===== src/rtl/adder_arbiter.sv =====
// ============================================================================
// Module   : adder_arbiter
// Purpose  : Round-robin arbiter sharing one signed ripple adder between two
//            requesters, with a registered valid/ready result channel and a
//            saturating overflow counter. Define ADDER_SAT_EN to saturate
//            RES_SUM on signed overflow.
// Revision : 1.0 - initial release
// ============================================================================
`default_nettype none

module adder_arbiter #(
    parameter int WIDTH = 8,
    parameter int CNT_W = 8
) (
    input  logic             clk,
    input  logic             rst_n,

    input  logic             i_req0_valid,
    output logic             o_req0_ready,
    input  logic [WIDTH-1:0] i_req0_a,
    input  logic [WIDTH-1:0] i_req0_b,
    input  logic             i_req0_cin,

    input  logic             i_req1_valid,
    output logic             o_req1_ready,
    input  logic [WIDTH-1:0] i_req1_a,
    input  logic [WIDTH-1:0] i_req1_b,
    input  logic             i_req1_cin,

    output logic             o_res_valid,
    input  logic             i_res_ready,
    output logic             o_res_id,
    output logic [WIDTH-1:0] o_res_sum,
    output logic             o_res_carry,
    output logic             o_res_ovf,

    output logic [CNT_W-1:0] o_ovf_cnt,
    input  logic             i_cnt_clr
);

    typedef enum logic [0:0] {
        S_EMPTY = 1'b0,
        S_FULL  = 1'b1
    } state_t;

    localparam logic [CNT_W-1:0] c_cnt_max = {CNT_W{1'b1}};
    localparam logic [WIDTH-1:0] c_sat_pos = {1'b0, {(WIDTH-1){1'b1}}};
    localparam logic [WIDTH-1:0] c_sat_neg = {1'b1, {(WIDTH-1){1'b0}}};

    state_t             r_state;
    logic               r_last;
    logic               r_id;
    logic [WIDTH-1:0]   r_sum;
    logic               r_carry;
    logic               r_ovf;
    logic [CNT_W-1:0]   r_cnt;

    logic               w_free;
    logic               w_gnt0;
    logic               w_gnt1;
    logic               w_accept;
    logic [WIDTH-1:0]   w_a;
    logic [WIDTH-1:0]   w_b;
    logic [WIDTH:0]     w_c;
    logic [WIDTH-1:0]   w_s;
    logic               w_ovf;
    logic [WIDTH-1:0]   w_sum_out;

    // Reset gating keeps both READY low while rst_n is asserted.
    assign w_free   = rst_n & ((r_state == S_EMPTY) | i_res_ready);
    assign w_gnt0   = w_free & i_req0_valid & (~i_req1_valid | r_last);
    assign w_gnt1   = w_free & i_req1_valid & (~i_req0_valid | ~r_last);
    assign w_accept = w_gnt0 | w_gnt1;

    assign o_req0_ready = w_gnt0;
    assign o_req1_ready = w_gnt1;

    assign w_a    = w_gnt1 ? i_req1_a   : i_req0_a;
    assign w_b    = w_gnt1 ? i_req1_b   : i_req0_b;
    assign w_c[0] = w_gnt1 ? i_req1_cin : i_req0_cin;

    generate
        for (genvar gi = 0; gi < WIDTH; gi++) begin : g_ripple
            assign w_s[gi]   = w_a[gi] ^ w_b[gi] ^ w_c[gi];
            assign w_c[gi+1] = (w_a[gi] & w_b[gi]) | (w_c[gi] & (w_a[gi] ^ w_b[gi]));
        end
    endgenerate

    // Sign test uses the operands and the final sum; carry-in only enters via the sum.
    assign w_ovf = (w_a[WIDTH-1] & w_b[WIDTH-1] & ~w_s[WIDTH-1]) |
                   (~w_a[WIDTH-1] & ~w_b[WIDTH-1] & w_s[WIDTH-1]);

`ifdef ADDER_SAT_EN
    assign w_sum_out = w_ovf ? (w_a[WIDTH-1] ? c_sat_neg : c_sat_pos) : w_s;
`else
    assign w_sum_out = w_s;
`endif

    always_ff @(posedge clk or negedge rst_n) begin
        if (!rst_n) begin
            r_state <= S_EMPTY;
            r_last  <= 1'b1;
            r_id    <= 1'b0;
            r_sum   <= '0;
            r_carry <= 1'b0;
            r_ovf   <= 1'b0;
            r_cnt   <= '0;
        end else begin
            if (w_accept) begin
                r_state <= S_FULL;
                r_last  <= w_gnt1;
                r_id    <= w_gnt1;
                r_sum   <= w_sum_out;
                r_carry <= w_c[WIDTH];
                r_ovf   <= w_ovf;
            end else if ((r_state == S_FULL) && i_res_ready) begin
                r_state <= S_EMPTY;
            end

            if (i_cnt_clr) begin
                r_cnt <= '0;
            end else if (w_accept && w_ovf && (r_cnt != c_cnt_max)) begin
                r_cnt <= r_cnt + 1'b1;
            end
        end
    end

    assign o_res_valid = (r_state == S_FULL);
    assign o_res_id    = r_id;
    assign o_res_sum   = r_sum;
    assign o_res_carry = r_carry;
    assign o_res_ovf   = r_ovf;
    assign o_ovf_cnt   = r_cnt;

endmodule

`default_nettype wire

===== config.mk =====
export PLATFORM = sky130hd
export DESIGN_NAME = adder_arbiter
export DESIGN_NICKNAME = d
export VERILOG_FILES = /design/src/rtl/adder_arbiter.sv
export SDC_FILE = /design/constraint.sdc
export NUM_CORES = 1
export LEC_CHECK = 0
export CAP_MARGIN = 20
export CORE_MARGIN = 2
export CORE_UTILIZATION = 40
export CTS_CLUSTER_DIAMETER = 120
export DETAILED_ROUTE_END_ITERATION = 10
export PLACE_DENSITY = 0.75
export SLEW_MARGIN = 20
export SYNTH_ARGS = -nofsm -noshare
export SYNTH_HDL_FRONTEND = slang
export SYNTH_SLANG_ARGS = --single-unit
export TNS_END_PERCENT = 100

===== constraint.sdc =====
create_clock -name clk -period 5.5 [get_ports clk]
set_input_delay 0.55 -clock clk [delete_from_list [all_inputs] [get_ports clk]]
set_output_delay 0.55 -clock clk [all_outputs]
set_load 0.02 [all_outputs]

==> results of run 1 <==
==> critical path, cell delays in order <==
cell             delay [ps]
clkdlybuf4s50_1         450
nand2b_1                120
nand4_1                 200
mux2_2                  300
fa_1                    180
fa_1                    180
fa_1                    160
inv_1                    50
fa_1                    370
fa_1                    400
fa_1                    410
fa_1                    380
inv_1                    90
fa_1                    450
mux2_4                  230
o2111ai_4               200
buf_4                   220
or3_1                   340
a21oi_1                 150
==> final cells by class <==
cell class	instances	area, sq um	share of cell area
flip-flops and latches	21	527	0.252
repair buffers	69	668	0.320
multi-input cells	90	777	0.372
inverters	9	33.8	0.0162
clock buffers	4	26.3	0.0126
well taps	46	57.6	0.0275
==> through the flow <==
step	setup TNS (ps)	cells	utilization
floorplan	0	125	-
global placement	0	234	0.622
detailed placement	-295	234	0.622
CTS	0	238	0.630
global route	0	239	0.631
finish	0	239	0.631
==> logic make-up (layout without fill, tap and decap cells) <==
family          Yosys count  after routing  share of synthesized area
compound gates           24             24                      0.118
fa+ha+maj                11             11                      0.145
buf+inv                  14             82                     0.0414
flops                    21             21                      0.387
mux                      24             24                      0.192
simple gates             31             31                      0.116
==> state kept, by name, summed over array words and instances, names as in the netlist <==
name         count
o_res_carry      1
o_ovf_cnt        8
o_res_ovf        1
r_last           1
o_res_valid      1
o_res_id         1
o_res_sum        8
==> power groups by stage <==
stage               Combinational [mW]  Sequential, mW  Clock [mW]
CTS                              0.229           0.206      0.0759
global route                     0.245           0.211      0.0824
floorplan                       0.0751           0.242           0
global placement                 0.226           0.207           0
finish                           0.226           0.206      0.0733
detailed placement               0.229           0.209           0
==> synthesized netlist by cell type (all sizes together) <==
| master | count | area, sq um |
|---|---|---|
| o211ai | 1 | 7.51 |
| o41ai | 1 | 8.76 |
| nor3 | 1 | 5.00 |
| clkbuf | 2 | 7.51 |
| or4 | 1 | 7.51 |
| o311ai | 1 | 8.76 |
| nor2b | 1 | 6.26 |
| buf | 3 | 15.0 |
| a21oi | 6 | 30.0 |
| inv | 9 | 33.8 |
| nand4 | 2 | 12.5 |
| nand3 | 2 | 10.0 |
| nor2 | 2 | 7.51 |
| mux2i | 10 | 100 |
| o31ai | 2 | 15.0 |
| fa | 8 | 160 |
| nand2b | 1 | 6.26 |
| dfstp | 1 | 26.3 |
| or3b | 2 | 17.5 |
| mux2 | 14 | 161 |
| and3 | 1 | 6.26 |
| dfrtp | 20 | 500 |
| ha | 3 | 37.5 |
| o21ai | 11 | 55.1 |
| or3 | 4 | 26.3 |
| nand2 | 14 | 52.6 |
| o2111ai | 2 | 35.0 |
==> worst paths after layout <==
| path | endpoint | slack (ps) | startpoint | cells after the start |
|---|---|---|---|---|
| worst max register to register | o_ovf_cnt[2] | 560 | r_last | 18 |
| min in group asynchronous | o_res_sum[0] | 650 | rst_n | 2 |
| worst min-delay path | r_last | 480 | r_last | 2 |
| max in group asynchronous | r_last | 4560 | rst_n | 2 |
| worst min register to register | r_last | 480 | r_last | 2 |
| worst max-delay path | o_ovf_cnt[2] | 270 | i_res_ready | 19 |
==> per-layer routing <==
metal  global-route usage  vias up  share of wire
li1                     -      580              -
met1                0.193      572           0.40
met2                0.327       46           0.51
met3               0.0453        4          0.075
met4               0.0444        0          0.011
met5                    0        -              0
==> metrics.md, run 1 <==
| Metric | Value |
|---|---|
| Die Ht | `62.3 microns` |
| Worst slew pin tran | `826 ps` |
| DR WL/cell | `13.4 microns` |
| Area delta synth->final | `53.6%` |
| Reg clk slew, reported paths | `110 ps` |
| Pleak | `0.920 nW` |
| Gpl congestion | `0.822` |
| Longest Clk Path Bufs | `2` |
| Worst VDD drop | `0.124 mV` |
| Cts hold-fix bufs | `0` |
| Design Area, Final | `0.00209 sq mm` |
| Synth warn | `0` |
| Setup ws final | `268 ps` |
| CP required | `5730 ps` |
| H-tree levels | `1` |
| Gr ovfl total | `0` |
| Final hold violation count | `0` |
| Sw frac | `0.333` |
| Tmin final | `5230 ps` |
| Antenna violations before repair | `0` |
| Power share of the combinational group | `0.447` |
| Clk sinks | `21` |
| Final Max Slew Viols | `0` |
| CTS root buffer | `clkbuf_4` |
| Clock power share | `0.145` |
| Core Area | `0.00331 sq mm` |
| CTS buffer count | `3` |
| Worst Setup End Kind | `flip-flop` |
| DRT Wirelength | `3210 microns` |
| DR pass1 iterations | `4` |
| # nets final | `245` |
| CTS tree | `yes` |
| Share of post-route cells with drive strength above 1 | `0.145` |
| Register area share after synthesis | `0.387` |
| Mean post-synth cell area | `10.9 sq um` |
| Crit path DAT | `5460 ps` |
| Rows | `21` |
| Leading cell type in the layout, fill and taps excluded | `clkdlybuf4s50_1` |
| Synth Register Bits | `21` |
| Commonest non-fill, non-tap cells in the layout | `clkdlybuf4s50_1, dfrtp_1, nand2_1` |
| Vias/cell | `5.03` |
| HP Class | `reg2reg` |
| Syn nets | `176` |
| # DRC | `0` |
| Diodes inserted | `0` |
| Status | `finished clean` |
| Sw power | `168 uW` |
| Worst-path fanout max | `12` |
| Largest net degree at the start of global routing | `25` |
| Die width | `62.3 microns` |
| Starting Density | `0.411` |
| Worst Clk Skew | `4.37 ps` |
| IO Pins | `62` |
| DR iter-0 viols | `49` |
| Port buffer count | `61` |
| CP startpoint kind | `input port` |
| Internal power | `337 uW` |
| Post-DRT Antenna Nets | `0` |
| Tot Pwr | `506 uW` |
| Unrepaired setup endpoints after global routing | `false` |
| Worst hold slack | `476 ps` |
| MaxCap Viol Count | `0` |
| Vias in the first global route | `1270` |
| Total Routing Usage GR | `0.173` |
| WS Path Type | `in2reg` |
| Via count | `1202` |
| Pwr per Cell Area | `242 mW/mm^2` |
| Place WS | `-91.8 ps` |
| Library cells used by synthesis | `30` |
| Post-CTS sizing | `0` |
| Post-DP HPWL | `2720 microns` |
| Slew headroom | `0.447` |
| Post-Synthesis Cells | `125` |
| Final setup vio count | `0` |
| DIE AREA | `0.00388 sq mm` |
| Setup Fix Bufs, Post-CTS | `0` |
| Mapped cell area | `0.00136 sq mm` |
| Fillers | `309` |
| Global-route wire length before repair | `5490 microns` |
| Part of the power in registers | `0.408` |
| Fmax | `191 MHz` |
| Part of the cycle the worst path needs | `0.951` |
| DP Area | `0.00206 sq mm` |
| Worst-skew pair later-pin latency | `300 ps` |
No activity file was read; power rests on OpenSTA's default activity.
==> run 2: changes to the inputs <==
CAP_MARGIN = not set   (was 20)
GPL_TIMING_DRIVEN = 0   (was not set)
==> run 2 against run 1 <==
- sequential power hardly changed
- core utilization increased by 1.1 points
- sequential share of layout area shrank 0.42 points
- via count up 1.2%
- largest power group unchanged
- cell count increased by 1.3%
- sequential cell count is the same
- combinational power barely moved
- clock power grew 4.2%
- power up 1.0%
- largest cell class unchanged
- critical path depth up 1
==> metrics.md, run 2 (synthesized netlist as in run 1, its figures left out) <==
| Metric | Value |
|---|---|
| Status | `finished clean` |
| Largest net degree at the start of global routing | `26` |
| DR WL/cell | `13.4 microns` |
| Crit path DAT | `5500 ps` |
| Vias in the first global route | `1244` |
| Gpl congestion | `0.874` |
| Via count | `1217` |
| Final setup vio count | `0` |
| Tot Pwr | `511 uW` |
| Commonest non-fill, non-tap cells in the layout | `clkdlybuf4s50_1, dfrtp_1, nand2_1` |
| Port buffer count | `60` |
| Post-DRT Antenna Nets | `0` |
| Sw frac | `0.337` |
| Rows | `21` |
| CTS tree | `yes` |
| Starting Density | `0.411` |
| Worst Clk Skew | `8.74 ps` |
| Clock power share | `0.150` |
| IO Pins | `62` |
| Diodes inserted | `0` |
| Setup ws final | `244 ps` |
| DRT Wirelength | `3240 microns` |
| MaxCap Viol Count | `0` |
| Vias/cell | `5.03` |
| Sw power | `172 uW` |
| Slew headroom | `0.596` |
| CTS root buffer | `clkbuf_4` |
| Leading cell type in the layout, fill and taps excluded | `clkdlybuf4s50_1` |
| Reg clk slew, reported paths | `130 ps` |
| Clk sinks | `21` |
| CP required | `5740 ps` |
| DIE AREA | `0.00388 sq mm` |
| Power share of the combinational group | `0.448` |
| Setup TNS | `0 ps` |
| CTS buffer count | `3` |
| HP Class | `in2async` |
| WS Path Type | `in2reg` |
| Share of post-route cells with drive strength above 1 | `0.184` |
| Place WS | `-1130 ps` |
| Worst VDD drop | `0.171 mV` |
| # DRC | `0` |
| Worst-skew pair later-pin latency | `310 ps` |
| Fmax | `190 MHz` |
| Pwr per Cell Area | `240 mW/mm^2` |
| Final hold violation count | `0` |
| Worst slew pin tran | `604 ps` |
| Gr ovfl total | `0` |
| Global-route wire length before repair | `5340 microns` |
| CP startpoint kind | `input port` |
| Part of the power in registers | `0.402` |
| Area delta synth->final | `56.2%` |
| Fillers | `295` |
| # nets final | `248` |
| Worst Setup End Kind | `flip-flop` |
| DR pass1 iterations | `4` |
| Final Max Slew Viols | `0` |
| DR iter-0 viols | `105` |
| Worst-path fanout max | `7` |
| Part of the cycle the worst path needs | `0.956` |
| Post-DP HPWL | `2480 microns` |
| Die width | `62.3 microns` |
| Tmin final | `5260 ps` |
| Antenna violations before repair | `0` |
| Die Ht | `62.3 microns` |
| Internal power | `338 uW` |
| Path depth of the worst reg2reg path | `19` |
| Total Routing Usage GR | `0.174` |
| H-tree levels | `1` |
| Core Area | `0.00331 sq mm` |
| Pleak | `0.942 nW` |
| Longest Clk Path Bufs | `2` |
[run 2: cell count changes in the layout (fill, tap and decap cells not counted), sizes merged]
cell	before	now
buf	7	11
clkdlybuf4s50	61	58
clkinv	0	1
dlymetal6s2s	0	1
[run 2: worst max-delay path, cell delays in order]
cell	delay, ps
clkdlybuf4s50_1	460
nand2b_4	150
nand4_1	150
buf_6	200
mux2_2	280
fa_1	430
fa_1	390
fa_1	370
inv_1	90
fa_2	210
fa_2	200
fa_2	200
fa_1	160
inv_1	50
fa_1	480
mux2_4	240
o2111ai_4	170
buf_6	210
or3b_1	360
a21oi_1	140
[run 2: area by class of cell]
class,count,area [sq um],share of cell area
inverters,9,33.8,0.0159
flip-flops and latches,21,527,0.248
clock buffers,3,22.5,0.0106
multi-input cells,90,792,0.373
clock inverters,1,5.00,0.00236
well taps,46,57.6,0.0271
repair buffers,67,652,0.307
plain buffers,5,35.0,0.0165
[run 2: stage by stage]
step,utilization,std cells,hold slack [ps],area [sq um]
floorplan,-,125,254,1360
global placement,0.610,231,458,2020
detailed placement,0.610,231,475,2020
CTS,0.619,235,324,2050
global route,0.642,242,238,2120
finish,0.642,242,206,2120
[run 2: per-layer routing]
layer	vias to the layer above	wire, microns	GRT usage
li1	579	-	-
met4	0	28	0.0500
met2	48	1730	0.334
met1	588	1210	0.178
met5	-	0	0
met3	2	267	0.0580
[run 2: final timing paths]
path                             startpoint            to  slack (ps)
worst max-delay path            i_res_ready  o_ovf_cnt[1]         240
worst min-delay path                  rst_n  o_ovf_cnt[3]         210
worst max register to register       r_last  o_ovf_cnt[1]         490
worst min register to register       r_last        r_last         500
max in group asynchronous             rst_n        r_last        4910
min in group clk                     r_last        r_last         500
[run 2: power groups by stage]
stage	combinational (mW)	sequential [mW]	clock [mW]
after floorplan	0.0751	0.242	0
after global placement	0.218	0.207	0
after detailed placement	0.222	0.208	0
after CTS	0.223	0.205	0.0791
after global routing	0.249	0.210	0.0825
final	0.229	0.205	0.0764
[run 2: what timing repair did]
action / CTS / global route
cloned: 0 / 1
pin swaps: 0 / 2
hold buffers: 0 / 0
setup endpoints to repair: 9 / 8
gates resized for setup: 6 / 11
setup buffers: 0 / 6
==> run 3: changes to the inputs <==
CAP_MARGIN = 30   (was not set)
DONT_BUFFER_PORTS = 1   (was not set)
PLACE_DENSITY = 0.51   (was 0.75)
==> run 3 against run 2 <==
- core utilization down 20 points
- wire length down 16%
- sequential power up 20%
- global-route usage down 3.0 points
- sequential cell count unchanged
- design area down 31%
- cell count down 27%
- critical path type is now reg2reg
- setup slack better by 88 ps
- combinational power down 60%
- register-to-register slack worse by 160 ps
==> metrics.md, run 3 (synthesized netlist as in run 1, its figures left out) <==
| Metric | Value |
|---|---|
| IO Pins | `62` |
| Commonest non-fill, non-tap cells in the layout | `dfrtp_1, nand2_1, mux2_2` |
| RR Startpoint | `o_res_valid` |
| Worst Setup SP | `o_res_valid` |
| Fin cells | `177` |
| Pwr per Cell Area | `281 mW/mm^2` |
| Worst-path fanout max | `10` |
| CTS buffer count | `3` |
| Clk sinks | `21` |
| Path depth of the worst reg2reg path | `19` |
| Vias/cell | `5.38` |
| Status | `finished clean` |
| Area delta synth->final | `7.91%` |
| Fillers | `339` |
| Internal power | `261 uW` |
| Crit path DAT | `5350 ps` |
| MaxCap Viol Count | `0` |
| Worst slew pin tran | `571 ps` |
| DR WL/cell | `15.3 microns` |
| CP startpoint kind | `flip-flop` |
| Clock power share | `0.176` |
| Critical Path Most Common Cell | `fa_1` |
| Via count | `953` |
| Unrepaired setup endpoints after global routing | `false` |
| Part of the cycle the worst path needs | `0.940` |
| CTS root buffer | `clkbuf_4` |
| Power share of the combinational group | `0.224` |
| # nets final | `183` |
| Slew headroom | `0.617` |
| Global-route wire length before repair | `4480 microns` |
| Leading cell type in the layout, fill and taps excluded | `dfrtp_1` |
| Highest metal used | `met4` |
| Die Ht | `62.3 microns` |
| R2r setup slk | `330 ps` |
| DR pass1 iterations | `4` |
| Final setup vio count | `0` |
| HP Class | `in2async` |
| Worst Setup End Kind | `flip-flop` |
| WL met1 | `1070 microns` |
| Tmin final | `5170 ps` |
| Setup Fix Bufs, Post-CTS | `0` |
| Starting Density | `0.411` |
| Total Routing Usage GR | `0.144` |
| Pleak | `0.673 nW` |
| Gpl congestion | `0.737` |
| Dpl cells | `171` |
| Die width | `62.3 microns` |
| CP required | `5680 ps` |
| Sw power | `151 uW` |
| Worst Clk Skew | `6.75 ps` |
| Reg clk slew, reported paths | `110 ps` |
| Final core utilization | `0.443` |
| Rows | `21` |
| Gr ovfl total | `0` |
| Reg2reg end | `o_ovf_cnt[6]` |
| Diodes inserted | `0` |
| DR iter-0 viols | `29` |
| CTS tree | `yes` |
| WS Path Type | `reg2reg` |
| Post-DP HPWL | `2140 microns` |
| Sw frac | `0.367` |
| Final hold violation count | `0` |
| Largest net degree at the start of global routing | `21` |
| Port buffer count | `0` |
| Met3 WL | `191 microns` |
| Vias in the first global route | `927` |
| Final Max Slew Viols | `0` |
| Antenna violations before repair | `0` |
| Fmax | `193 MHz` |
| Worst VDD drop | `0.0994 mV` |
| Wire length on met2 | `1440 microns` |
| Share of post-route cells with drive strength above 1 | `0.183` |
| Core Area | `0.00331 sq mm` |
| DRT Wirelength | `2710 microns` |
| DIE AREA | `0.00388 sq mm` |
| Part of the power in registers | `0.600` |
| Slowest CP cell | `dfrtp_1` |
| # DRC | `0` |
| Setup TNS | `0 ps` |
| Delay of the slowest critical-path stage | `470 ps` |
| Worst-skew pair later-pin latency | `300 ps` |
| Post-DRT Antenna Nets | `0` |
| H-tree levels | `1` |
| Crit-path cells | `nand2b_1, nand4_1, clkbuf_4, mux2_2, fa_1, fa_1, fa_1, inv_1, fa_1, fa_1, fa_1, fa_1, inv_1, fa_1, mux2_4, o2111ai_4, buf_2, o311ai_0, o41ai_1` |
| Worst Setup EP | `o_ovf_cnt[6]` |
| Longest Clk Path Bufs | `2` |
==> run 3: timing repair <==
action                     in CTS  in global routing
setup endpoints to repair       0                  3
gates resized for setup         0                  1
hold buffers                    1                  0
hold endpoints to repair       20                  0
==> run 3: power groups by stage <==
stage / Sequential [mW] / Clock (mW) / Combinational, mW
after detailed placement: 0.252 / 0 / 0.0902
after global routing: 0.251 / 0.0842 / 0.106
final: 0.247 / 0.0724 / 0.0923
after floorplan: 0.242 / 0 / 0.0751
after global placement: 0.250 / 0 / 0.0871
after CTS: 0.248 / 0.0755 / 0.0938
==> run 3: worst max-delay path, delay by kind of cell, from the launching register on <==
family | cells | cell delay, ps
fa+ha+maj | 8 | 2500
compound gates | 3 | 600
buf+inv | 4 | 580
mux | 2 | 490
flops | 1 | 470
simple gates | 2 | 390
==> run 3: routing by layer <==
metal  vias to the layer above  global-route usage
met2                        36               0.239
met1                       463               0.181
li1                        451                   -
met3                         3              0.0344
met4                         0              0.0583
met5                         -                   0
==> run 3: area by class of cell <==
type                       instances  area, sq um  area share
timing repair buffer               2         21.3      0.0145
tap                               46         57.6      0.0392
sequential                        21          527       0.359
buffer                             5         25.0      0.0171
multi-input combinational         90          777       0.529
inverter                           9         33.8      0.0230
clock buffer                       4         26.3      0.0179
==> run 3: through the flow <==
stage | setup slack [ps] | instance area, sq um | hold WS (ps) | total power, mW
floorplan | 542 | 1360 | 254 | 0.318
global placement | 197 | 1420 | 255 | 0.338
detailed placement | 152 | 1420 | 255 | 0.342
CTS | 248 | 1450 | 62.0 | 0.418
global route | 5.34 | 1470 | 45.4 | 0.441
finish | 332 | 1470 | 73.0 | 0.412
==> run 3: worst min path at each step <==
stage	end	from	slack, ps
after global placement	o_ovf_cnt[7]	rst_n	260
after floorplan	o_ovf_cnt[0]	rst_n	250
after CTS	r_last	rst_n	60
after global routing	r_last	rst_n	50
final	r_last	rst_n	70
after detailed placement	o_ovf_cnt[6]	rst_n	260
